$ cat config.mk
export PLATFORM = sky130hd
export DESIGN_NAME = boot_loader
export DESIGN_NICKNAME = d
export VERILOG_FILES = /design/src/rtl/boot_loader_pkg.sv /design/src/rtl/boot_loader_release_counter.sv /design/src/rtl/boot_loader.sv
export SDC_FILE = /design/constraint.sdc
export NUM_CORES = 1
export LEC_CHECK = 0
export ABC_AREA = 1
export BUFFER_PORTS_ARGS = -buffer_cell sky130_fd_sc_hd__buf_4
export CAP_MARGIN = 25
export CORE_MARGIN = 5
export CORE_UTILIZATION = 43
export DETAILED_ROUTE_END_ITERATION = 8
export PLACE_DENSITY_LB_ADDON = 0.2
export SLEW_MARGIN = 20
export SYNTH_ARGS = -nofsm -noshare
export SYNTH_HDL_FRONTEND = slang
export SYNTH_SLANG_ARGS = --single-unit
export TNS_END_PERCENT = 50
$ cat constraint.sdc
create_clock -name clock -period 3 [get_ports clock]
set_input_delay 0.3 -clock clock [delete_from_list [all_inputs] [get_ports clock]]
set_output_delay 0.3 -clock clock [all_outputs]
set_load 0.02 [all_outputs]
$ cat src/rtl/boot_loader_pkg.sv
// Shared definitions for the boot loader: loader states, memory geometry and
// the word-count legality check.
package boot_loader_pkg;

  localparam int WIDTH       = 16;
  localparam int DEPTH       = 8192;
  localparam int ADDR_WIDTH  = 13;
  localparam int MAX_WORDS   = DEPTH;
  localparam int COUNT_WIDTH = 14;

  typedef enum logic [3:0] {
    COUNT_LO,
    COUNT_HI,
    WORD_LO,
    WORD_HI,
    CHECK_LO,
    CHECK_HI,
    RELEASE,
    RUN,
    ERROR
  } state_t;

  function automatic logic count_is_legal(input logic [15:0] n);
    return (n != 16'd0) && (n <= 16'(MAX_WORDS));
  endfunction

endpackage

$ cat src/rtl/boot_loader_release_counter.sv
// Loadable down-counter that times how long the core stays held in reset
// after a good load.
module boot_loader_release_counter #(
  parameter int CNT_WIDTH = 16
) (
  input  logic                 clock,
  input  logic                 reset,
  input  logic                 load,
  input  logic [CNT_WIDTH-1:0] load_value,
  input  logic                 decrement,
  output logic                 last
);

  logic [CNT_WIDTH-1:0] count;

  always_ff @(posedge clock or posedge reset) begin
    if (reset) begin
      count <= '0;
    end else if (load) begin
      count <= load_value;
    end else if (decrement && (count != '0)) begin
      count <= count - 1'b1;
    end
  end

  assign last = (count <= CNT_WIDTH'(1));

endmodule

$ cat src/rtl/boot_loader.sv
// Streams a little-endian image (count, words, XOR checksum) into instruction
// RAM, then releases the core from reset once the checksum matches.
module boot_loader
  import boot_loader_pkg::*;
#(
  parameter int RELEASE_DELAY = 4
) (
  input  logic                  clock,
  input  logic                  reset,
  input  logic                  byte_valid,
  input  logic [7:0]            byte_data,
  output logic                  byte_ready,
  input  logic                  start,
  output logic                  instruction_write_enable,
  output logic [ADDR_WIDTH-1:0] instruction_write_address,
  output logic [WIDTH-1:0]      instruction_write_data,
  output logic                  core_active_low_reset,
  output logic                  load_done,
  output logic                  load_error
);

  state_t state, next_state;

  logic                   transfer;
  logic [7:0]             low_byte;
  logic [WIDTH-1:0]       rx_word;
  logic [COUNT_WIDTH-1:0] word_count;
  logic [COUNT_WIDTH-1:0] word_index;
  logic [WIDTH-1:0]       checksum;
  logic                   release_last;
  logic                   release_load;

  assign transfer     = byte_valid && byte_ready;
  assign rx_word      = {byte_data, low_byte};
  assign release_load = (state == CHECK_HI) && (next_state == RELEASE);

  always_ff @(posedge clock or posedge reset) begin
    if (reset) begin
      state <= COUNT_LO;
    end else begin
      state <= next_state;
    end
  end

  always_comb begin
    next_state = state;
    unique case (state)
      COUNT_LO: if (transfer) next_state = COUNT_HI;
      COUNT_HI: if (transfer) next_state = count_is_legal(rx_word) ? WORD_LO : ERROR;
      WORD_LO:  if (transfer) next_state = WORD_HI;
      WORD_HI:  if (transfer)
                  next_state = (word_index == word_count - 1'b1) ? CHECK_LO : WORD_LO;
      CHECK_LO: if (transfer) next_state = CHECK_HI;
      CHECK_HI: if (transfer) begin
                  if (rx_word != checksum)  next_state = ERROR;
                  else if (RELEASE_DELAY == 0) next_state = RUN;
                  else                      next_state = RELEASE;
                end
      RELEASE:  if (release_last) next_state = RUN;
      RUN:      if (start) next_state = COUNT_LO;
      ERROR:    if (start) next_state = COUNT_LO;
      default:  next_state = COUNT_LO;
    endcase
  end

  always_comb begin
    byte_ready            = 1'b0;
    core_active_low_reset = 1'b0;
    load_done             = 1'b0;
    load_error            = 1'b0;
    unique case (state)
      COUNT_LO, COUNT_HI, WORD_LO, WORD_HI, CHECK_LO, CHECK_HI: byte_ready = 1'b1;
      RUN: begin
        core_active_low_reset = 1'b1;
        load_done             = 1'b1;
      end
      ERROR:   load_error = 1'b1;
      default: byte_ready = 1'b0;
    endcase
  end

  // Low bytes are parked in one register; every *_HI state pairs it with the incoming byte.
  always_ff @(posedge clock or posedge reset) begin
    if (reset) begin
      low_byte   <= '0;
      word_count <= '0;
      word_index <= '0;
      checksum   <= '0;
    end else if (transfer) begin
      unique case (state)
        COUNT_LO, WORD_LO, CHECK_LO: low_byte <= byte_data;
        COUNT_HI: begin
          word_count <= rx_word[COUNT_WIDTH-1:0];
          word_index <= '0;
          checksum   <= '0;
        end
        WORD_HI: begin
          word_index <= word_index + 1'b1;
          checksum   <= checksum ^ rx_word;
        end
        default: ;
      endcase
    end
  end

  always_ff @(posedge clock or posedge reset) begin
    if (reset) begin
      instruction_write_enable  <= 1'b0;
      instruction_write_address <= '0;
      instruction_write_data    <= '0;
    end else begin
      instruction_write_enable <= transfer && (state == WORD_HI);
      if (transfer && (state == WORD_HI)) begin
        instruction_write_address <= word_index[ADDR_WIDTH-1:0];
        instruction_write_data    <= rx_word;
      end
    end
  end

  boot_loader_release_counter #(
    .CNT_WIDTH(16)
  ) u_release_counter (
    .clock      (clock),
    .reset      (reset),
    .load       (release_load),
    .load_value (16'(RELEASE_DELAY)),
    .decrement  (state == RELEASE),
    .last       (release_last)
  );

endmodule

==> impl_metrics.py, run 1 <==
metrics = {
    "run_status": {
        "status": "completed",
    },
    "place": {
        "place_congestion": 0.8414,
        "post-dp-hpwl_mm": 9.086,
        "dp_cells": 844,
        "port-buffer-count": 45,
    },
    "synthesis": {
        "synth_cells": 665,
        "synth_area_leaders": "dfrtp_1 (49%), nand2_1 (14%), o21ai_0 (6.4%)",
        "syn_nets": 681,
        "yosysTopAreaCell": "dfrtp_1",
        "avgSynthCellArea_um2": 7.899,
        "yosys_warnings": 0,
        "yosysSeqAreaShare_pct": 48.59,
        "ys_ff_latch": 102,
        "synth_top_area_share_pct": 48.59,
        "ys_types": 35,
        "synth_edf_count": 0,
        "async_flop_share_pct": 100.0,
        "syn_area_mm2": 0.005253,
        "ys.flop_type": "dfrtp_1",
    },
    "route": {
        "drtIter0Drc": 233,
        "first_pass_iters": 4,
        "antenna_left": 0,
        "drc": 0,
        "wl_mm": 12.35,
        "wire_per_inst_um": 14.38,
        "avgViaCountPerCell": 5.050,
        "vias": 4338,
    },
    "sta": {
        "clock_skew_ps": 7.631,
        "period_needed_ps": 2243,
        "finalSetupViolations": 0,
        "timing.setup.tns_ps": 0,
        "hold_viol": 0,
        "fmax_mhz": 445.8,
        "slew_headroom_pct": 57.38,
        "grt_setup_unrepaired": "no",
        "worst_pin_slew_ps": 634.4,
        "period_share_pct": 74.78,
        "maxSlewViolCount": 0,
    },
    "die": {
        "die_w_um": 120.5,
        "core_mm2": 0.01201,
        "die_h_um": 120.5,
        "row_count": 40,
        "dieArea_mm2": 0.01453,
        "start_util_pct": 43.73,
        "io_pins": 46,
    },
    "layout": {
        "syn_to_final_growth_pct": 14.65,
        "antenna_cells": 0,
        "nets": 724,
        "fillCellCount": 1198,
        "drive_gt1_share_pct": 12.22,
        "instances_no_fill": 859,
    },
    "pwr": {
        "ir_drop_uv": 328.3,
        "totalPowerFinal_uw": 5227,
        "power_density_mw_per_mm2": 868.0,
        "leakagePower_uw": 0.003013,
    },
    "cts": {
        "cts_setup_buffers": 0,
        "h-tree-depth": 3,
        "clock_sink_count": 102,
        "postCtsResizedCells": 0,
        "root_buffer": "clkbuf_16",
        "worstSkewPairLatency_ps": 350,
        "clkTransAtPathRegs_ps": 70,
        "clockBufferDepth": 2,
        "tritoncts": "yes",
        "cts_buffers": 9,
        "cts_hold_buf": 0,
    },
    "setup_path": {
        "worstReg2RegEnd": "word_index[7]",
        "cp.arrival_ps": 2480,
        "r2r_start": "state[1]",
        "worstSetupPathType": "flop to flop",
        "cp-start-kind": "flop",
        "critPathMaxFanout": 64,
        "end_kind": "flop",
        "regToRegSetupSlack_ps": 760,
        "worst-r2r-cell-count": 10,
        "cp.required_ps": 3240,
        "crit_path_start": "state[1]",
    },
    "grt": {
        "grt.total_usage_pct": 18.09,
        "grt_pass1_wl_mm": 21.05,
        "grt_max_degree": 103,
        "overflow": 0,
        "grt_pass1_vias": 4292,
        "antenna_found_initial": 0,
    },
    "min_path": {
        "hp-class": "input port to asynchronous set/reset pin",
    },
    "run": {
        "maxCapViolCount": 0,
    },
}
## layer usage
metal / wire, µm / vias up / share of wire [%] / GRT usage, %
met1: 5582 / 2077 / 45 / 24.24
met2: 6143 / 60 / 50 / 30.32
met5: 0 / - / 0 / 0
met4: 128 / 0 / 1.0 / 5.170
li1: - / 2189 / - / -
met3: 496 / 12 / 4.0 / 3.040
## where the power goes
part	internal, µW	switching [µW]	total [µW]	leakage (µW)
clock	625	498	1120	0.000144
sequential	1760	318	2080	0.00129
combinational	747	1280	2030	0.00158
## worst max path at each step
| stage | end | slack (ps) | cells past startpoint |
|---|---|---|---|
| 6_report | word_index[7] | 760 | 10 |
| 3_5_place_dp | word_index[7] | 790 | 10 |
| 3_3_place_gp | word_index[7] | 850 | 10 |
| 2_1_floorplan | checksum[0] | 20 | 1 |
| 4_1_cts | word_index[7] | 770 | 10 |
| 5_1_grt | word_index[7] | 560 | 10 |
## per-stage QoR
step           area [µm²]  setup slack, ps  utilization, %  hold WS [ps]
5_1_grt              6022            560.0           50.14         134.1
2_1_floorplan        5253            24.52               -         409.6
3_3_place_gp         5737            849.3           47.76         474.2
4_1_cts              6022            767.8           50.14         110.1
6_report             6022            756.6           50.14         36.70
3_5_place_dp         5737            785.5           47.76         474.2
## area by class of cell
class                   count  area [µm²]  share of cell area [%]
multi-input cells         470        2336                   38.79
inverters                  77       291.5                   4.841
repair buffers             48       372.9                   6.192
clock buffers              12       266.5                   4.426
clock inverters             3       18.77                  0.3117
flip-flops and latches    102        2552                   42.39
well taps                 147       183.9                   3.054
## cells in the final DEF (no fill, tap or decap), types with 3 or more instances in the layout
| cell | netlist | layout |
|---|---|---|
| clkbuf_8 | 0 | 3 |
| inv_2 | 4 | 4 |
| nor3_1 | 14 | 14 |
| nand3_1 | 21 | 21 |
| a22o_1 | 5 | 5 |
| nand3b_1 | 4 | 4 |
| xor2_1 | 16 | 16 |
| nand2_2 | 4 | 4 |
| dfrtp_1 | 102 | 102 |
| nand3_2 | 4 | 4 |
| buf_4 | 3 | 47 |
| clkbuf_16 | 0 | 9 |
| a21oi_1 | 11 | 11 |
| ha_1 | 4 | 4 |
| nor2_1 | 66 | 66 |
| inv_1 | 73 | 72 |
| xnor2_1 | 22 | 22 |
| nand4_1 | 9 | 9 |
| nand2_1 | 200 | 200 |
| o21ai_0 | 67 | 67 |
| nor2_4 | 3 | 3 |
## flip-flops by register name, summed over array words and instances (netlist names), 4 cells and up
name                       count
state                          4
instruction_write_data        16
low_byte                       8
instruction_write_address     13
word_index                    14
checksum                      16
u_release_counter.count       16
word_count                    14
## kinds of logic (layout without fill, tap and decap cells)
kind of cell               after synthesis  in the layout  share of synthesized area [%]
AOI/OAI and AO/OA                       91             91                          9.385
xor gates and xnor gates                38             38                          6.336
adders and majority gates                4              4                         0.9529
buffers and inverters                   93            140                          6.932
DFF                                    102            102                          48.59
and+or+nand+nor                        337            337                          27.80
## Yosys cell counts (all sizes together) (9+ instances only)
master  count
nand2     206
dfrtp     102
inv        77
nor2       71
o21ai      68
nand3      25
xnor2      22
nor3       16
xor2       16
a21oi      11
clkbuf     11
nand4       9
## worst max-delay path, stage by stage (launching register included)
cell	delay [ps]
dfrtp_1	460
nand2_1	160
nand3_2	200
inv_2	130
nand2_4	330
nand2_4	330
nand2_1	140
nor3_2	200
nand2_1	80
nand2_1	60
nor2_1	50
Power figures use the tool's default switching activity.
==> run 2, diff against run 1 <==
==> constraint.sdc (replaced) <==
create_clock -name clock -period 2.15 [get_ports clock]
set_input_delay 0.215 -clock clock [delete_from_list [all_inputs] [get_ports clock]]
set_output_delay 0.215 -clock clock [all_outputs]
set_load 0.02 [all_outputs]
==> impl_metrics.py, run 2 (synthesized netlist as in run 1, its figures left out) <==
metrics = {
    "run_status": {
        "status": "completed",
    },
    "pwr": {
        "leakagePower_uw": 0.003030,
        "clkPwrFrac_pct": 22.0,
        "pwr-share-seq_pct": 39.5,
        "switching_power_uw": 2957,
        "power_density_mw_per_mm2": 1213,
        "pwr-share-comb_pct": 38.5,
        "ir_drop_uv": 728.8,
        "switching_share_pct": 40.11,
        "totalPowerFinal_uw": 7370,
        "p_int_uw": 4414,
    },
    "die": {
        "io_pins": 46,
        "die_w_um": 120.5,
        "die_h_um": 120.5,
        "core_mm2": 0.01201,
        "dieArea_mm2": 0.01453,
        "row_count": 40,
        "start_util_pct": 43.73,
    },
    "grt": {
        "grt.total_usage_pct": 18.40,
        "grt_pass1_vias": 4265,
        "grt_pass1_wl_mm": 21.16,
        "antenna_found_initial": 0,
        "overflow": 0,
        "grt_max_degree": 103,
    },
    "layout": {
        "reg.largest.list": "checksum: 16 flops, instruction_write_data: 16 flops, u_release_counter.count: 16 flops",
        "nets": 730,
        "fillCellCount": 1148,
        "final_common_cell": "nand2_1",
        "instances_no_fill": 865,
        "syn_to_final_growth_pct": 15.65,
        "fin_util_pct": 50.57,
        "antenna_cells": 0,
        "mostFrequentLayoutCells": "nand2_1 (200), dfrtp_1 (102), inv_1 (72), o21ai_0 (67), nor2_1 (65)",
        "drive_gt1_share_pct": 13.09,
    },
    "route": {
        "drc": 0,
        "antenna_left": 0,
        "avgViaCountPerCell": 5.057,
        "vias": 4374,
        "wire_per_inst_um": 14.56,
        "wl_mm": 12.60,
        "first_pass_iters": 5,
        "drtIter0Drc": 288,
    },
    "cts": {
        "clock_sink_count": 102,
        "cts_buffers": 9,
        "h-tree-depth": 3,
        "root_buffer": "clkbuf_16",
        "tritoncts": "yes",
        "cts_hold_buf": 0,
        "clkTransAtPathRegs_ps": 70,
        "worstSkewPairLatency_ps": 350,
        "clockBufferDepth": 2,
    },
    "sta": {
        "worst_pin_slew_ps": 545.6,
        "clock_skew_ps": 7.389,
        "hold_viol": 0,
        "period_needed_ps": 1844,
        "maxSlewViolCount": 0,
        "grt_setup_unrepaired": "no",
        "fmax_mhz": 542.3,
        "slew_headroom_pct": 63.62,
        "timing.setup.tns_ps": 0,
        "finalSetupViolations": 0,
        "period_share_pct": 85.76,
    },
    "setup_path": {
        "worstSetupPathType": "flop to flop",
        "crit_cells": 13,
        "r2r_start": "word_count[0]",
        "end_kind": "flop",
        "regToRegSetupSlack_ps": 310,
        "critPathBufInv": 2,
        "critical_path.max_stage_delay_ps": 390,
        "critPathSlowestCell": "dfrtp_1",
        "worst-r2r-cell-count": 13,
        "critPathMaxFanout": 5,
        "cpLargestDelayFamily": "simple AND/OR/NAND/NOR gates",
        "crit_path_start": "word_count[0]",
        "cp_cell_sequence": "inv_1 -> ha_1 -> nand3_1 -> nor2_2 -> nand2_1 -> nand2_1 -> nand2_1 -> nand3_1 -> inv_1 -> nand3_1 -> nand2_1 -> nand2_1 -> nand2_1",
        "crit_path_frequent_cell": "nand2_1",
        "worstReg2RegEnd": "state[2]",
        "cp.required_ps": 2390,
        "cp-start-kind": "flop",
        "crit_end": "state[2]",
        "cp.arrival_ps": 2090,
    },
    "place": {
        "post-dp-hpwl_mm": 9.284,
        "dp_cells": 850,
        "port-buffer-count": 45,
        "place_congestion": 0.9140,
    },
    "run": {
        "maxCapViolCount": 0,
    },
    "min_path": {
        "hp-class": "input port to asynchronous set/reset pin",
    },
}
## run 2: cell count changes in the layout (fill, tap and decap cells not counted)
| cell | change |
|---|---|
| bufinv_16 | +1 |
| clkinvlp_4 | +3 |
| nor2_1 | -1 |
| inv_4 | -1 |
| buf_4 | +6 |
| nor2_2 | +1 |
| clkbuf_8 | -3 |
## run 2: how the worst min path moves through the flow
stage,startpoint,end,cells after the start
global route,reset,u_release_counter.count[3],3
global placement,reset,checksum[7],3
detailed placement,reset,instruction_write_enable,3
floorplan,byte_data[6],instruction_write_data[14],2
finish,reset,u_release_counter.count[1],3
CTS,reset,instruction_write_data[8],3
## run 2: worst min-delay path: stages
cell        delay, ps
buf_4             120
clkinvlp_4         70
buf_12            420
## run 2: what timing repair did
item,in CTS,in global routing
setup buffers,0,0
endpoints found under the setup margin,0,1
gates resized for setup,0,1
## run 2: final cells by class
class,count,area [µm²],share of cell area [%]
Clock buffer,9,225.2,3.708
Multi-Input combinational cell,470,2338,38.50
Clock inverter,6,63.81,1.050
Sequential cell,102,2552,42.02
Inverter,77,292.8,4.820
Timing Repair Buffer,54,417.9,6.880
Tap cell,147,183.9,3.028
## run 2: power groups by stage
stage               clock network [µW]  registers, µW  logic (µW)
floorplan                            0           3050        1790
global placement                     0           2910        2800
detailed placement                   0           2940        2850
CTS                               1660           2910        2870
global route                      1750           2980        3220
finish                            1620           2910        2840
## run 2: layer usage
metal	global-route usage [%]	vias up	wire length, µm
li1	-	2202	-
met1	23.82	2071	5592
met2	30.63	80	6219
met3	3.508	21	502
met4	7.011	0	282
met5	0	-	0
## run 2: through the flow
stage               hold slack, ps  cell area (µm²)  setup slack (ps)
floorplan                    324.6             5256             524.6
CTS                          50.02             6072             237.6
global route                 79.40             6075             97.78
global placement             422.7             5783             294.3
finish                       22.02             6075             306.1
detailed placement           431.2             5783             248.7
==> run 3, diff against run 2 <==
--- a/config.mk
+++ b/config.mk
@@ -8,7 +8,7 @@
 export ABC_AREA = 1
 export BUFFER_PORTS_ARGS = -buffer_cell sky130_fd_sc_hd__buf_4
 export CAP_MARGIN = 25
-export CORE_MARGIN = 5
+export CORE_MARGIN = 8
 export CORE_UTILIZATION = 43
 export DETAILED_ROUTE_END_ITERATION = 8
 export PLACE_DENSITY_LB_ADDON = 0.2
==> impl_metrics.py, run 3 (synthesized netlist as in run 1, its figures left out) <==
metrics = {
    "cts": {
        "cts_setup_buffers": 0,
        "root_buffer": "clkbuf_16",
        "cts_buffers": 9,
        "worstSkewPairLatency_ps": 350,
        "clock_sink_count": 102,
        "clockBufferDepth": 2,
        "tritoncts": "yes",
        "clkTransAtPathRegs_ps": 70,
        "h-tree-depth": 3,
    },
    "grt": {
        "grt_pass1_vias": 4320,
        "grt.total_usage_pct": 16.33,
        "grt_max_degree": 44,
        "overflow": 0,
        "antenna_found_initial": 0,
        "grt_pass1_wl_mm": 21.24,
    },
    "pwr": {
        "pwr-share-seq_pct": 38.6,
        "clkPwrFrac_pct": 23.5,
        "p_int_uw": 4557,
        "power_density_mw_per_mm2": 1221,
        "switching_power_uw": 2937,
        "switching_share_pct": 39.19,
        "pwr-share-comb_pct": 37.9,
        "ir_drop_uv": 527.4,
        "leakagePower_uw": 0.003065,
    },
    "layout": {
        "reg.largest.list": "checksum: 16 flops, instruction_write_data: 16 flops, u_release_counter.count: 16 flops",
        "instances_no_fill": 867,
        "seq_area_mm2": 0.002552,
        "antenna_cells": 0,
        "drive_gt1_share_pct": 13.19,
        "mostFrequentLayoutCells": "nand2_1 (200), dfrtp_1 (102), inv_1 (72), o21ai_0 (67), nor2_1 (65)",
        "final_common_cell": "nand2_1",
        "multi_input_area_mm2": 0.002338,
        "nets": 731,
        "fillCellCount": 1133,
        "syn_to_final_growth_pct": 16.82,
    },
    "place": {
        "place_congestion": 0.8733,
        "place_ws_ps": 228.7,
        "dp_cells": 850,
        "post-dp-hpwl_mm": 9.260,
        "port-buffer-count": 45,
    },
    "die": {
        "core_mm2": 0.01196,
        "dieArea_mm2": 0.01601,
        "row_count": 40,
        "die_w_um": 126.5,
        "die_h_um": 126.5,
        "start_util_pct": 43.91,
        "io_pins": 46,
    },
    "sta": {
        "setup_ws_ps": 303.7,
        "clock_skew_ps": 7.053,
        "worst_pin_slew_ps": 706.1,
        "period_needed_ps": 1846,
        "grt_setup_unrepaired": "no",
        "slew_headroom_pct": 52.83,
        "period_share_pct": 85.88,
        "finalSetupViolations": 0,
        "hold_viol": 0,
        "timing.setup.tns_ps": 0,
        "fmax_mhz": 541.6,
        "maxSlewViolCount": 0,
    },
    "setup_path": {
        "cp-start-kind": "flop",
        "cp.arrival_ps": 2080,
        "cp.required_ps": 2390,
        "critPathMaxFanout": 16,
        "end_kind": "flop",
        "worstSetupPathType": "flop to flop",
    },
    "run": {
        "maxCapViolCount": 0,
    },
    "route": {
        "vias": 4387,
        "drc": 0,
        "drtIter0Drc": 344,
        "first_pass_iters": 5,
        "avgViaCountPerCell": 5.060,
        "wl_mm": 12.38,
        "wire_per_inst_um": 14.28,
        "antenna_left": 0,
    },
    "min_path": {
        "hp-class": "input port to flop",
    },
    "run_status": {
        "status": "completed",
    },
}
==> run 3: cell types whose count changed in the layout (fill, tap and decap cells not counted), sizes merged <==
cell / before / now
clkbuf: 9 / 13
clkinv: 3 / 0
clkinvlp: 3 / 1
dlygate4sd3: 0 / 1
inv: 76 / 78
==> run 3: metal layers <==
layer | vias to the layer above | track usage [%] | routed length [µm]
li1 | 2198 | - | -
met1 | 2061 | 20.22 | 5589
met2 | 106 | 26.54 | 5860
met3 | 22 | 4.902 | 652
met4 | 0 | 5.591 | 275
met5 | - | 0 | 0
==> run 3: worst max-delay path, stage by stage, from the launching register on <==
cell,delay [ps]
dfrtp_1,410
inv_1,150
nand2_2,110
nor3_2,230
nand2_2,120
nand2_4,190
nand2_1,140
nor3_2,180
nand2_1,90
nand2_1,70
nor2_1,50
==> run 3: path summary, 6_finish.rpt <==
check,from,to,slack [ps],cells past startpoint
max,state[3],word_index[7],300,10
min,byte_data[7],instruction_write_data[15],100,3
max reg2reg,state[3],word_index[7],300,10
min reg2reg,instruction_write_data[2],instruction_write_data[2],490,2
max in group asynchronous,reset,instruction_write_data[13],920,4
min in group asynchronous,reset,instruction_write_data[14],530,3
==> run 3: power groups by stage <==
| stage | logic, µW | registers, µW | clock network, µW |
|---|---|---|---|
| 3_5_place_dp | 2860 | 2920 | 0 |
| 5_1_grt | 3240 | 2960 | 1890 |
| 3_3_place_gp | 2810 | 2900 | 0 |
| 4_1_cts | 2870 | 2890 | 1810 |
| 6_report | 2840 | 2890 | 1760 |
| 2_1_floorplan | 1790 | 3050 | 0 |
==> run 3: stage by stage <==
stage	hold WS (ps)	utilization, %	area (µm²)	total power [µW]
finish	104.5	51.30	6136	7494
floorplan	324.6	-	5256	4836
global route	115.8	51.30	6136	8087
CTS	90.27	51.28	6133	7576
detailed placement	365.5	48.45	5796	5782
global placement	356.3	48.45	5796	5707
==> run 3: final cells by class <==
type	instances	share of cell area, %
Clock buffer	13	4.568
Clock inverter	3	0.7749
Inverter	77	4.772
Multi-Input combinational cell	470	38.11
Sequential cell	102	41.60
Tap cell	147	2.998
Timing Repair Buffer	55	7.178
==> run 3: timing repair <==
action | in CTS | in global routing
hold buffers | 1 | 0
endpoints found under the setup margin | 0 | 1
gates resized for setup | 0 | 1
hold endpoints to repair | 27 | 0
